$ cat src/rtl/pattern_tx.sv
// Serializes parallel pattern words MSB-first onto a single-bit stream, with a
// one-word holding buffer so consecutive words go out without idle cycles.
module pattern_tx #(
    parameter int unsigned DATA_W = 8
) (
    input  logic              clock,
    input  logic              reset,
    input  logic [DATA_W-1:0] data_in,
    input  logic [3:0]        len_in,
    input  logic              load,
    output logic              ready,
    output logic              x_out,
    output logic              x_valid,
    output logic              done
);

    localparam int unsigned CNT_W = $clog2(DATA_W + 1);

    typedef enum logic {
        IDLE  = 1'b0,
        SHIFT = 1'b1
    } state_t;

    state_t              state, state_nxt;
    logic [DATA_W-1:0]   sh_word, sh_word_nxt;
    logic [CNT_W-1:0]    sh_cnt, sh_cnt_nxt;
    logic [DATA_W-1:0]   hold_word, hold_word_nxt;
    logic [CNT_W-1:0]    hold_len, hold_len_nxt;
    logic                ready_nxt, x_out_nxt, x_valid_nxt, done_nxt;

    logic [CNT_W-1:0]    in_len;
    logic [DATA_W-1:0]   in_word;
    logic                accept;
    logic [DATA_W-1:0]   src_word;
    logic [CNT_W-1:0]    src_len;

    // Normalize length and left-align the active bits so the next bit is always the MSB.
    always_comb begin
        in_len = CNT_W'(len_in);
        if (len_in == 4'd0 || 32'(len_in) > DATA_W) begin
            in_len = CNT_W'(DATA_W);
        end
        in_word = data_in << (CNT_W'(DATA_W) - in_len);
    end

    assign accept   = load & ready;
    // A full buffer (ready=0) always wins the launch slot; a new accept is only possible when it is empty.
    assign src_word = ready ? in_word : hold_word;
    assign src_len  = ready ? in_len  : hold_len;

    always_comb begin
        state_nxt     = state;
        sh_word_nxt   = sh_word;
        sh_cnt_nxt    = sh_cnt;
        hold_word_nxt = hold_word;
        hold_len_nxt  = hold_len;
        ready_nxt     = ready;
        x_out_nxt     = 1'b0;
        x_valid_nxt   = 1'b0;
        done_nxt      = 1'b0;

        if (state == SHIFT && sh_cnt != '0) begin
            x_out_nxt   = sh_word[DATA_W-1];
            x_valid_nxt = 1'b1;
            done_nxt    = (sh_cnt == CNT_W'(1));
            sh_word_nxt = sh_word << 1;
            sh_cnt_nxt  = sh_cnt - CNT_W'(1);
            if (accept) begin
                hold_word_nxt = in_word;
                hold_len_nxt  = in_len;
                ready_nxt     = 1'b0;
            end
        end else if (!ready || accept) begin
            // Shifter is free (idle, or its last bit ends now): launch buffered or incoming word.
            state_nxt     = SHIFT;
            x_out_nxt     = src_word[DATA_W-1];
            x_valid_nxt   = 1'b1;
            done_nxt      = (src_len == CNT_W'(1));
            sh_word_nxt   = src_word << 1;
            sh_cnt_nxt    = src_len - CNT_W'(1);
            hold_word_nxt = '0;
            hold_len_nxt  = '0;
            ready_nxt     = 1'b1;
        end else begin
            state_nxt   = IDLE;
            sh_word_nxt = '0;
            sh_cnt_nxt  = '0;
        end
    end

    always_ff @(posedge clock or posedge reset) begin
        if (reset) begin
            state     <= IDLE;
            sh_word   <= '0;
            sh_cnt    <= '0;
            hold_word <= '0;
            hold_len  <= '0;
            ready     <= 1'b1;
            x_out     <= 1'b0;
            x_valid   <= 1'b0;
            done      <= 1'b0;
        end else begin
            state     <= state_nxt;
            sh_word   <= sh_word_nxt;
            sh_cnt    <= sh_cnt_nxt;
            hold_word <= hold_word_nxt;
            hold_len  <= hold_len_nxt;
            ready     <= ready_nxt;
            x_out     <= x_out_nxt;
            x_valid   <= x_valid_nxt;
            done      <= done_nxt;
        end
    end

endmodule

$ cat config.mk
export PLATFORM = sky130hd
export DESIGN_NAME = pattern_tx
export DESIGN_NICKNAME = d
export VERILOG_FILES = /design/src/rtl/pattern_tx.sv
export SDC_FILE = /design/constraint.sdc
export NUM_CORES = 1
export LEC_CHECK = 0
export ABC_CLOCK_PERIOD_IN_PS = 2200
export CAP_MARGIN = 20
export CELL_PAD_IN_SITES_DETAIL_PLACEMENT = 0
export CELL_PAD_IN_SITES_GLOBAL_PLACEMENT = 1
export CORE_MARGIN = 2
export CORE_UTILIZATION = 42
export DETAILED_ROUTE_END_ITERATION = 12
export PLACE_DENSITY = 0.77
export SETUP_SLACK_MARGIN = 0.5
export SLEW_MARGIN = 5
export SYNTH_ARGS = -nofsm -noshare
export SYNTH_HDL_FRONTEND = slang
export SYNTH_SLANG_ARGS = --single-unit
$ cat constraint.sdc
create_clock -name clock -period 2.2 [get_ports clock]
set_input_delay 0.44 -clock clock [delete_from_list [all_inputs] [get_ports clock]]
set_output_delay 0.44 -clock clock [all_outputs]
set_load 0.01 [all_outputs]
; ---- After elaboration in Yosys (flattened, before gate mapping)
; Cells that the tools add are included.
[word_totals]
reg_bits = 29
in_bits = 15
out_inout_bits = 4
wordCells = 48
[op_classes]
addsub = 3
n_lt_le_gt_ge = 1
eq_ne = 3
n_shift = 1
mux = 22
bitwise_logic = 1
n_reduce_logical = 8
[ops]
columns = cell, count
row1 = $mux 8, 6
row2 = $mux 4, 7
row3 = $mux 1, 9
row4 = $eq 4x1->1 const B, 2
row5 = $shl 8x4->8, 1
row6 = $sub 4x1->4 const B, 2
row7 = $gt 4x4->1 const B, 1
row8 = $logic_not 4->1, 1
row9 = $reduce_bool 4->1, 1
row10 = $sub 4x4->4 const A, 1
row11 = $logic_or 1x1->1, 2
row12 = $ne 2x2->1 const B, 1
row13 = $reduce_and 2->1, 1
row14 = $reduce_bool 2->1, 1
row15 = $and 1x1->1, 1
row16 = $logic_and 1x1->1, 1
row17 = $logic_not 1->1, 1

; ---- Depth between registers and ports, before layout
; Gate-level depths: netlist of run 1.
[depth]
ltp_word = 8
mapped_depth = 10
mapped_depth_nobuf = 8

; ---- Worst setup path after synthesis of run 1
; No wires, ideal clock.
[synth_timing]
path_type = input to register
startpoint = input port len_in[0]
endpoint = register sh_word[3]
setup_ns = 0.126
t_arrival_ns = 1.972
required_ns = 2.074
slack_ns = 0.102
stages = 10
path_cell_list = nor2b_2 buf_6 inv_4 ha_1 clkbuf_1 inv_1 a21oi_1 a211oi_2 a221oi_1 nor2_1
[synth_via]
elab_chain_cells = 8
elab_cells_between_ends = 9
[synth_lines]
columns = item, line
row1 = from (decl), 9  ; input logic [3:0] len_in,
row2 = $gt 4x4->1 / $logic_not 4->1 (equally long branches), 40  ; if (len_in == 4'd0 || 32'(len_in) > DATA_W) begin
row3 = $logic_or 1x1->1, 40
row4 = $mux 4 (*), 40
row5 = $sub 4x4->4 (*), 43  ; in_word = data_in << (CNT_W'(DATA_W) - in_len);
row6 = $shl 8x4->8 (*), 43
row7 = $mux 8 (*), 48  ; assign src_word = ready ? in_word : hold_word;
row8 = $mux 8 (*), 73  ; end else if (!ready || accept) begin
row9 = $mux 8 (*), 62  ; if (state == SHIFT && sh_cnt != '0) begin
row10 = named net sh_word_nxt[3], 25  ; logic [DATA_W-1:0] sh_word, sh_word_nxt;
row11 = to (signal assigned), 104  ; sh_word <= sh_word_nxt;
row12 = to (decl), 25
; The timed path passes the listed nets; every way through them passes the cells marked *.
; A chain may end at the register's enable or synchronous reset.

; ---- Worst setup path after layout of run 1
[layout_timing]
startpoint = input port len_in[3]
endpoint = register sh_word[7]
; The elaborated chain is that of the path after synthesis.

==> results of run 1 <==
## worst min-delay path by stage
| stage | start | end | slack, ns |
|---|---|---|---|
| global route | sh_word[1]$_DFF_PP0_ | sh_word[2]$_DFF_PP0_ | 0.50 |
| CTS | sh_word[5]$_DFF_PP0_ | sh_word[6]$_DFF_PP0_ | 0.47 |
| finish | sh_word[1]$_DFF_PP0_ | sh_word[2]$_DFF_PP0_ | 0.48 |
| floorplan | sh_word[1]$_DFF_PP0_ | sh_word[2]$_DFF_PP0_ | 0.43 |
| global placement | sh_word[5]$_DFF_PP0_ | sh_word[6]$_DFF_PP0_ | 0.45 |
| detailed placement | sh_word[5]$_DFF_PP0_ | sh_word[6]$_DFF_PP0_ | 0.45 |
## critical path, cell delays in order
cell     delay [ns]
buf_8          0.10
and2b_2        0.22
inv_2          0.05
ha_4           0.17
or4b_4         0.50
o32ai_4        0.13
a31oi_4        0.07
mux2i_1        0.21
o21ai_1        0.10
## timing repair
item | in CTS | in global routing
buffers inserted | 7 | 4
pin swaps | 9 | 13
endpoints found under the setup margin | 21 | 16
cloned | 0 | 1
resized for setup | 27 | 20
## layer usage
layer	GRT usage [%]	share of wire (%)
met1	26.62	44
met2	33.82	51
met3	1.500	4.4
met4	7.500	0.87
met5	0	0
## layout by cell type (no fill, tap or decap), drive strengths merged, types with 2 or more instances in the layout
cell type and instances:
a21oi 18, a31oi 4, and2 2, and2b 2, buf 39, clkbuf 4
clkdlybuf4s50 11, dfrtp 27, dlygate4sd2 2, dlymetal6s2s 2, ha 6, inv 9
mux2i 10, nand2 21, nand3 6, nor2 13, nor2b 7, nor3 5
o21ai 19, xnor2 4, xor2 2
## where the power goes
| part | internal, mW | leakage, nW | switching [mW] |
|---|---|---|---|
| registers | 0.710 | 0.359 | 0.104 |
| logic | 0.666 | 0.704 | 0.718 |
| clock network | 0.244 | 0.0357 | 0.170 |
## sequential cells by signal, summed over array words and instances, names as in the netlist
| name | cells |
|---|---|
| hold_word | 8 |
| sh_word | 7 |
| hold_len | 4 |
| sh_cnt | 4 |
| done | 1 |
| ready | 1 |
| state | 1 |
| x_out | 1 |
| x_valid | 1 |
## logic make-up after synthesis
family | after synthesis | synth area share, %
fa+ha+maj | 6 | 4.395
mux | 11 | 7.399
flops | 28 | 41.10
simple gates | 62 | 18.02
compound gates | 55 | 20.07
buf+inv | 20 | 5.495
xor+xnor | 6 | 3.517
## metrics by stage
| stage | setup TNS, ns | hold slack [ns] | instances | total power, mW |
|---|---|---|---|---|
| detailed placement | -4.606 | 0.4528 | 270 | 1.979 |
| finish | 0 | 0.4765 | 286 | 2.612 |
| global placement | -3.380 | 0.4495 | 270 | 1.930 |
| CTS | 0 | 0.4748 | 281 | 2.452 |
| floorplan | 0 | 0.4313 | 188 | 1.609 |
| global route | 0 | 0.5014 | 286 | 2.808 |
## cells in the mapped netlist (all sizes together), types with 2 or more instances
cell	instances	area, um^2
a31oi	4	25.02
and2	2	12.51
clkbuf	8	30.03
nor2b	7	46.30
a21oi	18	93.84
xor2	2	17.52
nand3	6	30.03
dfrtp	27	675.7
buf	3	27.52
ha	6	75.07
and2b	2	18.77
inv	9	36.29
o21ai	19	95.09
nand2	21	78.83
xnor2	4	42.55
nor2	13	48.80
nor3	5	30.03
mux2i	10	103.9
## layout make-up
class                   count  area (um^2)  area share, %
multi-input cells         140         1064          43.13
flip-flops and latches     28        701.9          28.46
repair buffers             55        520.5          21.11
well taps                  50        62.56          2.537
inverters                   9        46.29          1.877
clock buffers               3        41.29          1.674
clock inverters             1        30.03          1.218
==> flow_results.org, run 1 <==
** Outcome
- The flow ran to the end, and the final reports show no timing, DRC or antenna violations.

** Worst setup path
- Crit path launch type :: primary input
- STA puts the critical path data required time at approximately 2.4 ns.
- Along the worst path, the maximum fanout reaches 4.
- Slack of the worst reg-to-reg path :: 0.55 ns
- Data on the critical path arrives at its endpoint at 1.99 ns.
- Startpoint-to-endpoint class of the critical path :: in2reg
- Reg2Reg Capture Point :: sh_cnt[1]$_DFF_PP0_
- The worst register-to-register path has a depth of 5.
- Launching point of the worst reg2reg path :: ready$_DFFE_PP1P_
- Setup crit start :: len_in[3]
- STA classifies the critical path endpoint as a flop.
- The critical path ends at sh_word[7]$_DFF_PP0_.

** Floorplanning
- Pin placement for this block handled 19 I/O pins.
- Total Die Area :: 4593 um^2
- For this configuration, the core starts out at a cell density of about 43%.
- Chip width :: a little under 70 um
- The total area inside the core boundary comes to roughly 3900 um^2.
- In this run the vertical extent of the chip is around 68 um.
- Cell row count :: 23

** Placement
- DP Area :: around 2100 um^2
- Final Wtd Congestion :: 0.8879
- Dpl hpwl :: approximately 3100 um
- The count of buffers added on input and output ports is 18.
- Worst slack at placement :: -0.3893 ns

** Drt
- First drt pass iteration count :: 4
- Total Routed Length :: 4482 um
- Number of DRC markers in iteration 0 :: 78
- Routed wire length per instance :: 15.67 um
- # DRC :: 0
- Final antenna-violating net count :: 0
- In the routed layout, each cell is associated on average with a via count of 5.483.
- DR vias :: 1568

** Layout
- Number of filler instances in the final layout :: ~320
- Diodes inserted :: 0
- Final std cell area, no fill :: 2466 um^2
- Cells with a size suffix above 1 make up 30.51% of the layout.
- From synthesis to final layout, the design area changed by 44.40%.
- Share of the core filled with cells :: 62.55%
- The final layout contains 258 nets.

** Timing
- Number of failing hold endpoints at the final stage :: 0
- Max-slew headroom at the worst pin :: approximately two thirds
- Part of the cycle the worst path needs :: a little over 80%
- For the finished layout, the period the worst path requires is approximately 1.8 ns.
- Maximum clock skew at final layout :: about 0.0016 ns
- Unrepaired setup endpoints after global routing :: true
- The max-slew violation count is 0.
- Setup-failing EPs final :: 0
- For the pin with the worst max-slew slack, the measured transition is 0.4941 ns.
- Highest attainable clock frequency :: ~550 MHz
- The worst path meets setup with 0.3793 ns of slack.

** Clocking
- CTS saw 28 sinks.
- At the later pin of the worst-skew pair, clock insertion delay measures 0.27 ns.
- The tree is rooted in a clkbuf_8.
- Clock tree from TritonCTS :: built
- Number of hold buffers added after cts :: 0
- Clk slew on worst S/H paths :: 0.10 ns
- The clock passes through at most 2 buffers.
- In this run the number of H-tree levels came out at 1.
- In this run, CTS created clock tree buffers numbering 3.

** Synthesis
- The most used flip-flop cell after synthesis is dfrtp_1.
- In the synthesized netlist, the number of instances is 188.
- The synthesized design contains 0 enable-type register cells.
- Async set or reset register ratio after synthesis :: 100.0%
- Sequential-to-total area share from yosys stat :: 41.10%
- After synthesis the netlist holds a flip-flop and latch count of 28.
- Synthesis instantiated 49 different standard cells from the library.
- Post-synthesis area per instance :: 9.085 um^2
- Post-synth net total :: 209
- Warnings, synthesis :: 0
- The synthesized netlist occupies a cell area of 1708 um^2.

** Min path
- Min-delay worst type :: reg2reg
- Number of cells on the worst hold path :: 2

** Global routing
- The via count of the first global-routing pass was roughly 1500.
- Global routing used 19.96% of the available tracks across all layers.
- Largest net degree at the start of global routing :: 29
- The number of antenna violations at the first check in global routing was 0.
- After global routing the overflow that remains totals 0.
- First-pass GRT wire length :: around 7000 um

** Power and ir drop
- VDD sags by at most 459.6 uV.
- In this run the static leakage power is 1.098 nW.
- For this design the ratio of total power to cell area is 1059 nW/um^2.

** Run
- Across the run, the number of max-cap violations was 0.
No activity file was read; power rests on OpenSTA's default activity.
==> run 2: changes to the inputs <==
- ABC_CLOCK_PERIOD_IN_PS: 2200 -> 1910
- clock period: 2.2 -> 1.91 ns (I/O delays scaled with it)
==> flow_results.org, run 2 (same netlist as run 1, synthesis figures left out) <==
** Floorplanning
- Chip width :: a little under 70 um
- The initial utilization of the core area, before any placement, comes to 43.32%.
- Cell row count :: 23
- I/O pin count :: 19
- In this run the standard cell core region covers between 3000 and 4000 um^2.
- Height of the chip :: 67.77 um
- Total Die Area :: 4593 um^2

** Power and ir drop
- In this run the power density over the cells is 1201 nW/um^2.
- Switching Fraction :: ~39%
- VDD sags by at most 476.7 uV.
- In this run, the clock network consumes 11.3% of the power.
- P_int :: 2.009 mW
- Fraction of power consumed by combinational cells :: a little over 60%
- The analysis attributes to cell leakage a power of 1.216 nW.
- Sequential cells burn between 20% and 30% of the power.
- Total power :: 3.309 mW
- For this design the total switching power over the nets is around 1.3 mW.

** Layout
- Number of nets in the layout :: 274
- At the end of the flow the core is filled with cells to 69.88%.
- Of the cells placed in the final design, the portion with a size suffix greater than 1 is 44.05%.
- Largest registers in the final layout :: hold_word: 8 flops, sh_word: 7 flops
- The filler cells instantiated in the layout total roughly 290.
- Number of flip-flops in the largest register :: 8
- Diodes inserted :: 0
- Growth of design area from synthesis to finish :: 61.32%
- Summing all non-filler instances in the final layout gives an area of 2755 um^2.
- Finished Layout Cells :: around 300
- Commonest cells after routing, fill and taps aside :: 33 x buf_4, 27 x dfrtp_1, 20 x nand2_1
- More flip-flops sit in one register than any other, and that register is hold_word.
- Leaving out fill and tap cells, the most frequent cell in the layout is buf_4.

** Run
- Count of max-cap constraint violations :: 0

** Drt
- First drt pass iteration count :: 4
- Routed wire length per instance :: 15.13 um
- Final antenna-violating net count :: 0
- Detailed routing inserted a total of about 1600 vias.
- The final layout contains routed wiring with a total length of 4570 um.
- # DRC :: 0
- Number of DRC markers in iteration 0 :: 47
- Via density :: roughly 5.4

** Placement
- Before CTS, the worst setup slack after placement is -0.5957 ns.
- Final Wtd Congestion :: 0.7471
- Placed insts :: 275
- Total of buffers placed on input and output ports :: 18
- DP Area :: 2191 um^2
- Dpl hpwl :: 3111 um

** Timing
- Worst hold slack :: 0.4116 ns
- Part of the cycle the worst path needs :: 89.93%
- Highest attainable clock frequency :: 582.2 MHz
- After layout, the worst setup slack is 0.1923 ns.
- Least-Margin Pin Slew :: 0.4797 ns
- Summed negative setup slack over all endpoints :: 0 ns
- Max-slew headroom at the worst pin :: between 60 and 70%
- Minimum clock period after layout :: 1.718 ns
- Across the routed clock network, the largest skew measured is between 0.003 and 0.004 ns.
- Setup repair after global routing could not meet its margin everywhere.
- Setup violations remaining at the end of the flow were counted as 0.
- The max-slew violation count came to 0.
- Number of failing hold endpoints at the final stage :: 0

** Outcome
- Run status :: finished clean

** Clocking
- The clock drives 28 sinks.
- Buffers inserted during clock tree synthesis total 3.
- The clock reaches the later pin of the worst-skew pair after 0.28 ns.
- The root buffer cell chosen for the clock tree is clkbuf_8.
- Clock tree from TritonCTS :: built
- Number of buffers between clock root and the deepest sink :: 2
- Clock-pin slew was measured on the worst setup and hold paths at roughly 0.10 ns.
- Depth of the CTS H-tree :: 1
- Number of hold buffers added after cts :: 0

** Global routing
- Entering global routing, the biggest net connects 26 pins.
- The via count of the first global-routing pass was 1641.
- All-layer global routing usage :: 21.56%
- Global routing finished with a remaining overflow of 0.
- First-pass GRT wire length :: 7527 um
- The number of antenna violations at the first check in global routing was 0.

** Worst setup path
- Startpoint-to-endpoint class of the critical path :: in2reg
- Critical Path Fanout Max :: 3
- Data on the critical path is required at its endpoint by 2.08 ns.
- The worst setup path is launched from a primary input.
- Data on the critical path arrives at its endpoint at 1.89 ns.
- Critical Path Sink Type :: flop

** Min path
- The path class of the tightest hold or removal check is in2async.
==> run 2: changes by cell type in the layout (fill, tap and decap cells not counted), moves of 3 or more <==
cell and delta:
buf_4 +4, a21oi_1 -3, buf_6 +13, o21ai_0 -4
mux2i_1 -3
==> run 2: area by class of cell <==
| class | count | area (um^2) | share of cell area, % |
|---|---|---|---|
| well taps | 50 | 62.56 | 2.271 |
| flip-flops and latches | 28 | 701.9 | 25.48 |
| clock buffers | 4 | 55.05 | 1.998 |
| multi-input cells | 140 | 1230 | 44.64 |
| inverters | 9 | 46.29 | 1.680 |
| repair buffers | 71 | 659.4 | 23.93 |
==> run 2: timing repair <==
action,CTS,global route
gates resized for setup,60,33
setup endpoints to repair,29,26
setup buffers,18,5
pin swaps,22,13
==> run 2: power by group through the flow <==
stage          clock, mW  sequential (mW)  combinational [mW]
6_report           0.373            0.935                2.00
5_1_grt            0.404            0.958                2.18
4_1_cts            0.376            0.929                1.72
3_5_place_dp           0            0.988                1.32
3_3_place_gp           0            0.976                1.28
2_1_floorplan          0            0.938               0.930
==> run 2: path summary, 6_finish.rpt <==
path	startpoint	end	slack, ns	depth (start not counted)
max	len_in[3]	sh_word[5]$_DFF_PP0_	0.19	9
min	reset	state$_DFFE_PP0N_	0.41	2
max reg2reg	ready$_DFFE_PP1P_	sh_cnt[1]$_DFF_PP0_	0.25	5
min reg2reg	sh_word[1]$_DFF_PP0_	sh_word[2]$_DFF_PP0_	0.48	2
max in group asynchronous	reset	hold_len[2]$_DFFE_PP0P_	1.04	3
min in group clock	sh_word[1]$_DFF_PP0_	sh_word[2]$_DFF_PP0_	0.48	2
==> run 2: metal layers <==
metal | global-route usage (%) | wire length [um] | vias to the layer above
met5 | 0 | 0 | -
met4 | 7.250 | 65 | 0
met3 | 1.333 | 100 | 6
met2 | 38.85 | 2404 | 31
met1 | 27.30 | 2000 | 797
li1 | - | - | 793
==> run 2: worst max-delay path: stages <==
cell	delay (ns)
buf_8	0.10
and2b_2	0.22
inv_2	0.04
ha_4	0.16
or4b_4	0.49
o32ai_4	0.12
a31oi_2	0.07
a21oi_1	0.20
o21ai_1	0.10
